[src/rtl/up_slot_sched.sv]
// -----------------------------------------------------------------------------
// up_slot_sched
//
// Uplink timeslot scheduler sitting between the upstream data sources
// (circuit, ctrl, busi) and the PHY tx_data ask interface.
//
//  * A slot timer divides the 40 ms frame into SLOT_NUM slots of SLOT_CYC
//    cycles. The frame pulse restarts the count at slot 0; without pulses
//    the timer free-runs and the slot index wraps.
//  * Each PHY ask picks one owner for the slot that was current when the
//    ask arrived. Priority is circuit > ctrl > busi. The burst is padded when
//    no source owns the slot, or when the owner has fewer bytes than asked.
//  * The block streams exactly ask_len bytes. It reads from the owner, or
//    sends PAD_BYTE on a pad burst.
//  * Per-source burst, pad and drop counters are kept for status readback.
//
// Ports
//  sys_clk_i    in   1   sole clock
//  rst_i        in   1   asynchronous, active-high reset
//  uplink_40ms  in   1   frame pulse; restarts the slot count at slot 0
//  circuit_ts   in   32  slot ownership bitmap, circuit source
//  ctrl_ts      in   32  slot ownership bitmap, ctrl source
//  busi_ts      in   32  slot ownership bitmap, busi source
//  ask_i        in   1   PHY burst request pulse
//  ask_len_i    in   16  burst length in bytes, sampled with ask_i
//  src_avail_i  in   48  bytes available per source (16 bits per lane)
//  src_rd_o     out  3   one-hot byte read strobe
//  src_data_i   in   24  source bytes, valid one cycle after src_rd_o
//  tx_data_o    out  8   byte to PHY (0 when tx_valid_o is low)
//  tx_valid_o   out  1   tx_data_o qualifier
//  busy_o       out  1   burst in progress (ARB through TAIL)
//  slot_idx_o   out  5   current slot index
//  stat_clr_i   in   1   synchronous clear of all counters
//  burst_cnt_o  out  96  bursts served per source (32 bits per lane)
//  pad_cnt_o    out  32  bursts sent as pad
//  drop_cnt_o   out  32  asks ignored while busy
//
// Handshake: ask_i is a single-cycle request with no ready signal. It is
// accepted only while busy_o is low. An ask that arrives while busy_o is
// high is dropped and counted. Once a burst is accepted, it always runs to
// completion unless reset intervenes. tx_valid_o marks every byte of the
// burst; the PHY cannot stall the stream.
// -----------------------------------------------------------------------------
module up_slot_sched #(
  parameter int         SLOT_NUM = 32,
  parameter int         SLOT_CYC = 204800,
  parameter logic [7:0] PAD_BYTE = 8'h55
) (
  input  logic        sys_clk_i,
  input  logic        rst_i,
  input  logic        uplink_40ms,
  input  logic [31:0] circuit_ts,
  input  logic [31:0] ctrl_ts,
  input  logic [31:0] busi_ts,
  input  logic        ask_i,
  input  logic [15:0] ask_len_i,
  input  logic [47:0] src_avail_i,
  output logic [2:0]  src_rd_o,
  input  logic [23:0] src_data_i,
  output logic [7:0]  tx_data_o,
  output logic        tx_valid_o,
  output logic        busy_o,
  output logic [4:0]  slot_idx_o,
  input  logic        stat_clr_i,
  output logic [95:0] burst_cnt_o,
  output logic [31:0] pad_cnt_o,
  output logic [31:0] drop_cnt_o
);

  localparam int              TW         = (SLOT_CYC > 1) ? $clog2(SLOT_CYC) : 1;
  localparam logic [TW-1:0]   TIMER_LAST = TW'(SLOT_CYC - 1);
  localparam logic [4:0]      SLOT_LAST  = 5'(SLOT_NUM - 1);

  localparam logic [1:0] OWN_CIRCUIT = 2'd0;
  localparam logic [1:0] OWN_CTRL    = 2'd1;
  localparam logic [1:0] OWN_BUSI    = 2'd2;

  typedef enum logic [1:0] {
    S_IDLE = 2'd0,
    S_ARB  = 2'd1,
    S_RD   = 2'd2,
    S_TAIL = 2'd3
  } state_t;

  state_t state;
  state_t state_nxt;

  // ---------------------------------------------------------------------------
  // Slot timer
  // ---------------------------------------------------------------------------
  logic [TW-1:0] timer;
  logic [4:0]    slot_idx;
  logic          slot_tick;

  assign slot_tick = (timer == TIMER_LAST);

  always_ff @(posedge sys_clk_i or posedge rst_i) begin
    if (rst_i) begin
      timer    <= '0;
      slot_idx <= '0;
    end else if (uplink_40ms) begin
      timer    <= '0;
      slot_idx <= '0;
    end else if (slot_tick) begin
      timer    <= '0;
      slot_idx <= (slot_idx == SLOT_LAST) ? 5'd0 : slot_idx + 5'd1;
    end else begin
      timer <= timer + 1'b1;
    end
  end

  assign slot_idx_o = slot_idx;

  // ---------------------------------------------------------------------------
  // Burst context
  // ---------------------------------------------------------------------------
  logic [15:0] len_q;
  logic [4:0]  slot_q;
  logic [1:0]  owner_q;
  logic        pad_q;
  logic [15:0] cnt_q;
  logic        tx_valid_q;

  logic        ask_accept;
  logic        burst_done;
  logic        busy;

  // Ownership lookup for the slot latched at ask time. Later slot ticks and
  // frame pulses do not move the burst to a different owner.
  logic        own_circuit;
  logic        own_ctrl;
  logic        own_busi;
  logic [1:0]  arb_owner;
  logic        arb_none;
  logic [15:0] arb_avail;
  logic        arb_pad;

  always_comb begin
    own_circuit = circuit_ts[slot_q];
    own_ctrl    = ctrl_ts[slot_q];
    own_busi    = busi_ts[slot_q];
    arb_owner   = OWN_CIRCUIT;
    arb_none    = 1'b0;
    if (own_circuit) begin
      arb_owner = OWN_CIRCUIT;
    end else if (own_ctrl) begin
      arb_owner = OWN_CTRL;
    end else if (own_busi) begin
      arb_owner = OWN_BUSI;
    end else begin
      arb_none = 1'b1;
    end
  end

  always_comb begin
    arb_avail = '0;
    case (arb_owner)
      OWN_CIRCUIT: arb_avail = src_avail_i[15:0];
      OWN_CTRL:    arb_avail = src_avail_i[31:16];
      OWN_BUSI:    arb_avail = src_avail_i[47:32];
      default:     arb_avail = '0;
    endcase
  end

  // A short source pads the whole burst. Bursts are never split between
  // source bytes and pad bytes.
  assign arb_pad = arb_none || (arb_avail < len_q);

  assign ask_accept = (state == S_IDLE) && ask_i && (ask_len_i != 16'd0);

  always_ff @(posedge sys_clk_i or posedge rst_i) begin
    if (rst_i) begin
      len_q   <= '0;
      slot_q  <= '0;
      owner_q <= OWN_CIRCUIT;
      pad_q   <= 1'b0;
      cnt_q   <= '0;
    end else begin
      if (ask_accept) begin
        // Latch the slot register value of the ask cycle. A frame pulse or
        // slot tick on the same edge only affects later asks.
        len_q  <= ask_len_i;
        slot_q <= slot_idx;
      end
      if (state == S_ARB) begin
        owner_q <= arb_owner;
        pad_q   <= arb_pad;
        cnt_q   <= len_q - 16'd1;
      end else if ((state == S_RD) && (cnt_q != 16'd0)) begin
        cnt_q <= cnt_q - 16'd1;
      end
    end
  end

  // ---------------------------------------------------------------------------
  // FSM: state register / next state / outputs
  // ---------------------------------------------------------------------------
  always_ff @(posedge sys_clk_i or posedge rst_i) begin
    if (rst_i) begin
      state <= S_IDLE;
    end else begin
      state <= state_nxt;
    end
  end

  always_comb begin
    state_nxt = state;
    case (state)
      S_IDLE:  if (ask_accept) state_nxt = S_ARB;
      S_ARB:   state_nxt = S_RD;
      S_RD:    if (cnt_q == 16'd0) state_nxt = S_TAIL;
      S_TAIL:  state_nxt = S_IDLE;
      default: state_nxt = S_IDLE;
    endcase
  end

  always_comb begin
    busy       = (state != S_IDLE);
    burst_done = (state == S_TAIL);
    src_rd_o   = 3'b000;
    if ((state == S_RD) && !pad_q) begin
      src_rd_o = 3'b001 << owner_q;
    end
  end

  assign busy_o = busy;

  // ---------------------------------------------------------------------------
  // Transmit path
  // ---------------------------------------------------------------------------
  // Each read returns its byte one cycle later. tx_valid is therefore the RD
  // state delayed by one cycle, and the data path is a pure lane mux. The last
  // byte leaves during TAIL.
  always_ff @(posedge sys_clk_i or posedge rst_i) begin
    if (rst_i) begin
      tx_valid_q <= 1'b0;
    end else begin
      tx_valid_q <= (state == S_RD);
    end
  end

  assign tx_valid_o = tx_valid_q;

  always_comb begin
    tx_data_o = 8'h00;
    if (tx_valid_q) begin
      if (pad_q) begin
        tx_data_o = PAD_BYTE;
      end else begin
        case (owner_q)
          OWN_CIRCUIT: tx_data_o = src_data_i[7:0];
          OWN_CTRL:    tx_data_o = src_data_i[15:8];
          OWN_BUSI:    tx_data_o = src_data_i[23:16];
          default:     tx_data_o = 8'h00;
        endcase
      end
    end
  end

  // ---------------------------------------------------------------------------
  // Status counters (wrap naturally; clear beats a same-cycle increment)
  // ---------------------------------------------------------------------------
  logic [31:0] cnt_circuit;
  logic [31:0] cnt_ctrl;
  logic [31:0] cnt_busi;
  logic [31:0] cnt_pad;
  logic [31:0] cnt_drop;

  always_ff @(posedge sys_clk_i or posedge rst_i) begin
    if (rst_i) begin
      cnt_circuit <= '0;
      cnt_ctrl    <= '0;
      cnt_busi    <= '0;
      cnt_pad     <= '0;
      cnt_drop    <= '0;
    end else if (stat_clr_i) begin
      cnt_circuit <= '0;
      cnt_ctrl    <= '0;
      cnt_busi    <= '0;
      cnt_pad     <= '0;
      cnt_drop    <= '0;
    end else begin
      if (burst_done) begin
        if (pad_q) begin
          cnt_pad <= cnt_pad + 32'd1;
        end else begin
          case (owner_q)
            OWN_CIRCUIT: cnt_circuit <= cnt_circuit + 32'd1;
            OWN_CTRL:    cnt_ctrl    <= cnt_ctrl + 32'd1;
            OWN_BUSI:    cnt_busi    <= cnt_busi + 32'd1;
            default:     cnt_circuit <= cnt_circuit;
          endcase
        end
      end
      if (ask_i && busy) begin
        cnt_drop <= cnt_drop + 32'd1;
      end
    end
  end

  assign burst_cnt_o = {cnt_busi, cnt_ctrl, cnt_circuit};
  assign pad_cnt_o   = cnt_pad;
  assign drop_cnt_o  = cnt_drop;

endmodule

[config.mk]
export PLATFORM = sky130hd
export DESIGN_NAME = up_slot_sched
export DESIGN_NICKNAME = d
export VERILOG_FILES = /design/src/rtl/up_slot_sched.sv
export SDC_FILE = /design/constraint.sdc
export NUM_CORES = 1
export LEC_CHECK = 0
export CORE_ASPECT_RATIO = 0.5
export CORE_MARGIN = 3
export CORE_UTILIZATION = 41
export CTS_CLUSTER_SIZE = 30
export DETAILED_ROUTE_END_ITERATION = 16
export PLACE_DENSITY = 0.73
export SLEW_MARGIN = 20
export SYNTH_ARGS = -nofsm -noshare
export SYNTH_HDL_FRONTEND = slang
export SYNTH_SLANG_ARGS = --single-unit
[constraint.sdc]
create_clock -name sys_clk_i -period 7.7 [get_ports sys_clk_i]
set_clock_uncertainty 0.1 [all_clocks]
set_input_delay 1.155 -clock sys_clk_i [delete_from_list [all_inputs] [get_ports sys_clk_i]]
set_output_delay 1.155 -clock sys_clk_i [all_outputs]
set_load 0.02 [all_outputs]
Word level (Yosys, flattened, before mapping)
Cells that the tools add are included.
{"block": "word_totals", "mem_count": 0, "latch_bits": 0, "elab_cells": 109, "reg_bits": 226, "rom_bits": 0, "ram_bits": 0}
{"block": "classes", "n_shift": 1, "eq_ne": 12, "muxes": 44, "bitwise": 0, "mul": 0, "addsub": 9, "n_reduce_logical": 27, "n_lt_le_gt_ge": 2, "n_div": 0}
{"operator": "$mux W32", "count": 17}
{"operator": "$add A32 B1 Y32 const B", "count": 5}
{"operator": "$pmux W16 S3", "count": 1}
{"operator": "$mux W18", "count": 2}
{"operator": "$mux W16", "count": 2}
{"operator": "$reduce_bool A16 Y1", "count": 2}
{"operator": "$sub A16 B1 Y16 const B", "count": 2}
{"operator": "$pmux W8 S3", "count": 1}
{"operator": "$add A18 B1 Y18 const B", "count": 1}
{"operator": "$eq A18 B18 Y1 const B", "count": 1}
{"operator": "$reduce_bool A2 Y1", "count": 9}
{"operator": "$logic_not A16 Y1", "count": 1}
{"operator": "$lt A16 B16 Y1", "count": 1}
{"operator": "$mux W8", "count": 2}
{"operator": "$bmux W1 S5", "count": 3}
{"operator": "$mux W5", "count": 3}
{"operator": "$mux W2", "count": 5}
{"operator": "$reduce_and A3 Y1", "count": 3}
{"operator": "$eq A2 B2 Y1 const B", "count": 4}
{"operator": "$pmux W2 S4", "count": 1}
{"operator": "$eq A2 B1 Y1 const B", "count": 3}
{"operator": "$logic_not A2 Y1", "count": 3}
{"operator": "$lt A5 B6 Y1 const B", "count": 1}
{"operator": "$mux W1", "count": 6}
{"operator": "10 further kinds", "count": 16}

Longest topological paths before layout
{"block": "logic_depth", "ltp_word": 9, "mapped_depth": 20}

Worst setup path before layout
Ideal clock, no wire load.
{"block": "synth_timing", "kind": "input -> register", "from": "in busi_ts[31]", "to": "reg pad_q", "stages": 16, "setup_time_ns": 0.065, "arrival_time_ns": 4.253, "slack_ns": 3.281, "required_time_ns": 7.535, "cell_sequence": "mux4_2 mux4_2 a21oi_2 nor4_4 buf_2 a22o_1 a21o_1 ha_1 a21o_1 a21o_1 a21oi_1 o211ai_1 o211ai_1 nand2_1 a311oi_1 a31o_1"}
{"block": "synth_via", "elab_chain_len": 9, "elab_cells_between_ends": 14, "classes_between": "order compare (1); eq/ne (2); mux (9); reduce/logical (2)"}
{"item": "start: declaration", "line_no": "54", "text": "input logic [31:0] busi_ts,"}
{"item": "$bmux W1 S5 *", "line_no": "141", "text": "own_busi = busi_ts[slot_q];"}
{"item": "$mux W1 (not written as such) *", "line_no": "141"}
{"item": "$mux W2", "line_no": "148", "text": "end else if (own_busi) begin"}
{"item": "$mux W2", "line_no": "146", "text": "end else if (own_ctrl) begin"}
{"item": "$mux W2", "line_no": "144", "text": "if (own_circuit) begin"}
{"item": "$eq A2 B2 Y1 (tied with other cells)", "line_no": "157", "text": "case (arb_owner)"}
{"item": "$pmux W16 S3", "line_no": "157"}
{"item": "$lt A16 B16 Y1", "line_no": "167", "text": "assign arb_pad = arb_none || (arb_avail < len_q);"}
{"item": "$logic_or A1 B1 Y1 *", "line_no": "167"}
{"item": "end signal: assignment", "line_no": "187", "text": "pad_q <= arb_pad;"}
{"item": "end: declaration", "line_no": "120", "text": "logic pad_q;"}
Mark *: on every way between the ends. The rest lies on a longest branch, timed or not. The select of a mux whose other input is x is not followed.
A chain may end at the register's enable or synchronous reset.

Worst setup path after layout
{"block": "layout_timing", "from": "reg slot_q[0]", "to": "reg pad_q"}
{"block": "layout_via", "elab_chain_len": 9, "elab_cells_between_ends": 18, "classes_between": "order compare (1); eq/ne (2); mux (13); reduce/logical (2)"}
{"item": "start: declaration", "line_no": "118", "text": "logic [4:0] slot_q;"}
{"item": "start signal: assignment", "line_no": "183", "text": "slot_q <= slot_idx;"}
{"item": "$bmux W1 S5", "line_no": "141"}
{"item": "$mux W1 (not written as such)", "line_no": "141"}
{"item": "$mux W2", "line_no": "148"}
{"item": "$mux W2", "line_no": "146"}
{"item": "$mux W2", "line_no": "144"}
{"item": "$eq A2 B2 Y1 (tied with other cells)", "line_no": "157"}
{"item": "$pmux W16 S3", "line_no": "157"}
{"item": "$lt A16 B16 Y1", "line_no": "167"}
{"item": "$logic_or A1 B1 Y1 *", "line_no": "167"}
Marks and branches as above.

==> results.md <==
- Crit path capture type: register
- Setup violators final: 0
- Vias in the first global route: roughly 11000
- Die W: approximately 260 um
- Fin crit share: 68.44%
- CP cell instances: nor2b_1 -> a22oi_1 -> nand2_1 -> o22ai_1 -> a211o_1 -> nor4_4 -> nor2_2 -> a21o_1 -> ha_1 -> a21o_1 -> a21o_1 -> a21oi_1 -> o211ai_1 -> o211ai_1 -> nand2_1 -> a311oi_1 -> a31o_1
- Worst-path maximum fanout: 19
- Setup total negative slack: 0 ns
- Fill cells: about 2700
- Maximum VDD drop: 157.4 uV
- Io pins: between 300 and 400
- CTS resizes: 0
- PD cells: 208.3 nW/um^2
- Buffers added on ports: ~370
- Worst skew pair latency: a little over 0.5 ns
- Initial core utilization: 41.96%
- Min-Delay Path Class: register to register
- Worst path most repeated cell: a21o_1
- H-tree Lvls: 1
- Layout cells sized above 1: under 10%
- Mapped Cells: around 1400
- DRT iter0 DRCs: 673
- Synth unique cells: 66
- TritonCTS Buffers: 23
- Root buffer cell: clkbuf_16
- Final Hold Fails: 0
- DRT antenna net count: 0
- Number of diodes: 0
- Flop2flop setup slack: ~2.4 ns
- Final Slew Violations: 0
- Overall Power: 3.662 mW
- Worst-Margin Slew: between 1 and 1.5 ns
- Total number of vias: approximately 11000
- Multi-input logic area: just under 7000 um^2
- Slowest CP cell: nor4_4
- Sequential area share after synthesis: 44.09%
- Initial antenna violation count: 0
- Drt drc: 0
- Post-CTS setup buffer count: 0
- RSZ-0062 raised after global routing: false
- Detailed-route vias per instance: approximately 5.2
- Router iterations before antenna repair: 5
- Final Util: about 57%
- Net count, final: ~1900
- Delay-heaviest family, CP: simple AND/OR/NAND/NOR gates
- Ys async rst share: between 90% and 100%
- Largest net degree at the start of global routing: around 150
- CTS Buffer Depth: 3
- Clock Pin Slew Worst Setup and Hold Paths: 0.06 ns
- Die ar.: approximately 34000 um^2
- Buf+Inv Stages, Crit Path: 0
- DR WL/cell: roughly 17 um
- Post-synthesis cell area: roughly 13000 um^2
- Die outline height: about 130 um
- TritonCTS clock tree: done
- Post-synth top area cell: dfrtp_1
- Status: finished, final reports clean
- Startpoint Class: register
- Hold Buf Count CTS: 0
- Layout area overhead: 37.04%
- Post-synth EDFFs: 0
- Core ar.: between 30000 and 40000 um^2
- Top cells by area, synth: dfrtp_1 (44%), xor2_1 (7.7%), nor2_1 (6.3%)
- Worst Path Arrival: 5.63 ns
- Most common cell after layout, fill and taps aside: clkdlybuf4s50_1
- Grt ovf: 0
- Mean Syn Cell Area: 9.425 um^2
- Global-route wire length before repair: slightly below 60 mm
- FF+latch count, synth: ~230
- Worst EP required: around 8.1 ns
- Period minus WS final: between 5 and 6 ns
- Max frequency: ~190 MHz
- Yosys top cell area share: between 40 and 50%
- # rows: between 40 and 50
- CP max stage delay: between 0.9 and 1 ns
- Crit path kind: register to register
- CTS sink count: between 200 and 250
- Max-Slew Margin vs Limit: between 20% and 30%
- Total Wirelength: roughly 37 mm
- Yosys warnings: 0
- Gr usage total: approximately 22%
- Maxcap violations: 0
- Syn Nets: ~1600
- Leakage power: 7.089 nW
- DP Wirelength: between 20 and 30 mm
- Ys flop type: dfrtp_1
- Gp weighted congestion: about 0.84
- Register area: 5657 um^2
- Most frequent cells in the layout: clkdlybuf4s50_1 (365), dfrtp_1 (225), nor2_1 (216), xor2_1 (113), nand2_1 (102)
-- layer usage --
metal,vias up,GRT usage [%],part of all wire [%]
met4,0,5.989,2.9
met3,57,3.358,4.0
met5,-,0,0
met2,273,39.66,51
met1,5437,26.95,42
li1,5431,-,-
-- Yosys cell counts, types with 31 or more instances --
cell	count
a21oi_1	49
o21ai_0	49
nand2_1	102
nand3_1	63
mux2i_1	58
xnor2_1	56
xor2_1	113
nor2_1	216
dfrtp_1	226
clkbuf_1	34
inv_1	31
nand4_1	42
-- metrics by stage --
stage          hold WS, ns  cells  setup WS, ns  instance area, um^2
5_1_grt             0.4433   2139         1.918                17580
2_1_floorplan       0.3690   1361        0.2538                12830
6_report            0.4128   2139         2.430                17580
4_1_cts             0.4163   2139         2.433                17560
3_3_place_gp        0.3982   2099         2.138                16820
3_5_place_dp        0.4077   2099         1.995                16820
-- cells by family after synthesis --
logic type | Yosys count | synth area share (%)
flip-flops | 226 | 44.09
multiplexers | 76 | 6.896
adder cells (fa/ha/maj) | 28 | 2.731
AND/OR/NAND/NOR | 586 | 22.47
XOR/XNOR | 169 | 11.54
AO/OA/AOI/OAI | 187 | 9.296
buffers and inverters | 89 | 2.975
-- state kept, by name, summed over array words and instances, names as in the netlist --
register and count:
tx_valid_o 1, pad_cnt_o 32, slot_idx_o 5, owner_q 2, pad_q 1, cnt_ctrl 32, cnt_busi 32, drop_cnt_o 32
cnt_q 16, slot_q 5, timer 18, len_q 16, cnt_circuit 32, state 2
-- layout make-up --
cell class / count / area share, %
multi-input cells: 1046 / 38.72
clock buffers: 32 / 3.808
repair buffers: 373 / 21.15
clock inverters: 8 / 0.3986
flip-flops and latches: 226 / 32.18
well taps: 423 / 3.011
inverters: 31 / 0.7332
-- final timing paths --
kind	from	endpoint	cells past startpoint
hold reg to reg	timer[0]	timer[0]	1
setup reg to reg	slot_q[0]	pad_q	17
min in group asynchronous	rst_i	cnt_ctrl[25]	2
hold / removal	timer[0]	timer[0]	1
max in group asynchronous	rst_i	cnt_circuit[25]	3
setup / recovery	slot_q[0]	pad_q	17
-- power by group --
| part | internal, mW | switching, mW | leakage [nW] |
|---|---|---|---|
| Sequential | 1.30 | 0.145 | 3.08 |
| Combinational | 0.514 | 0.592 | 3.65 |
| Clock | 0.639 | 0.474 | 0.364 |
Power figures use the tool's default switching activity.
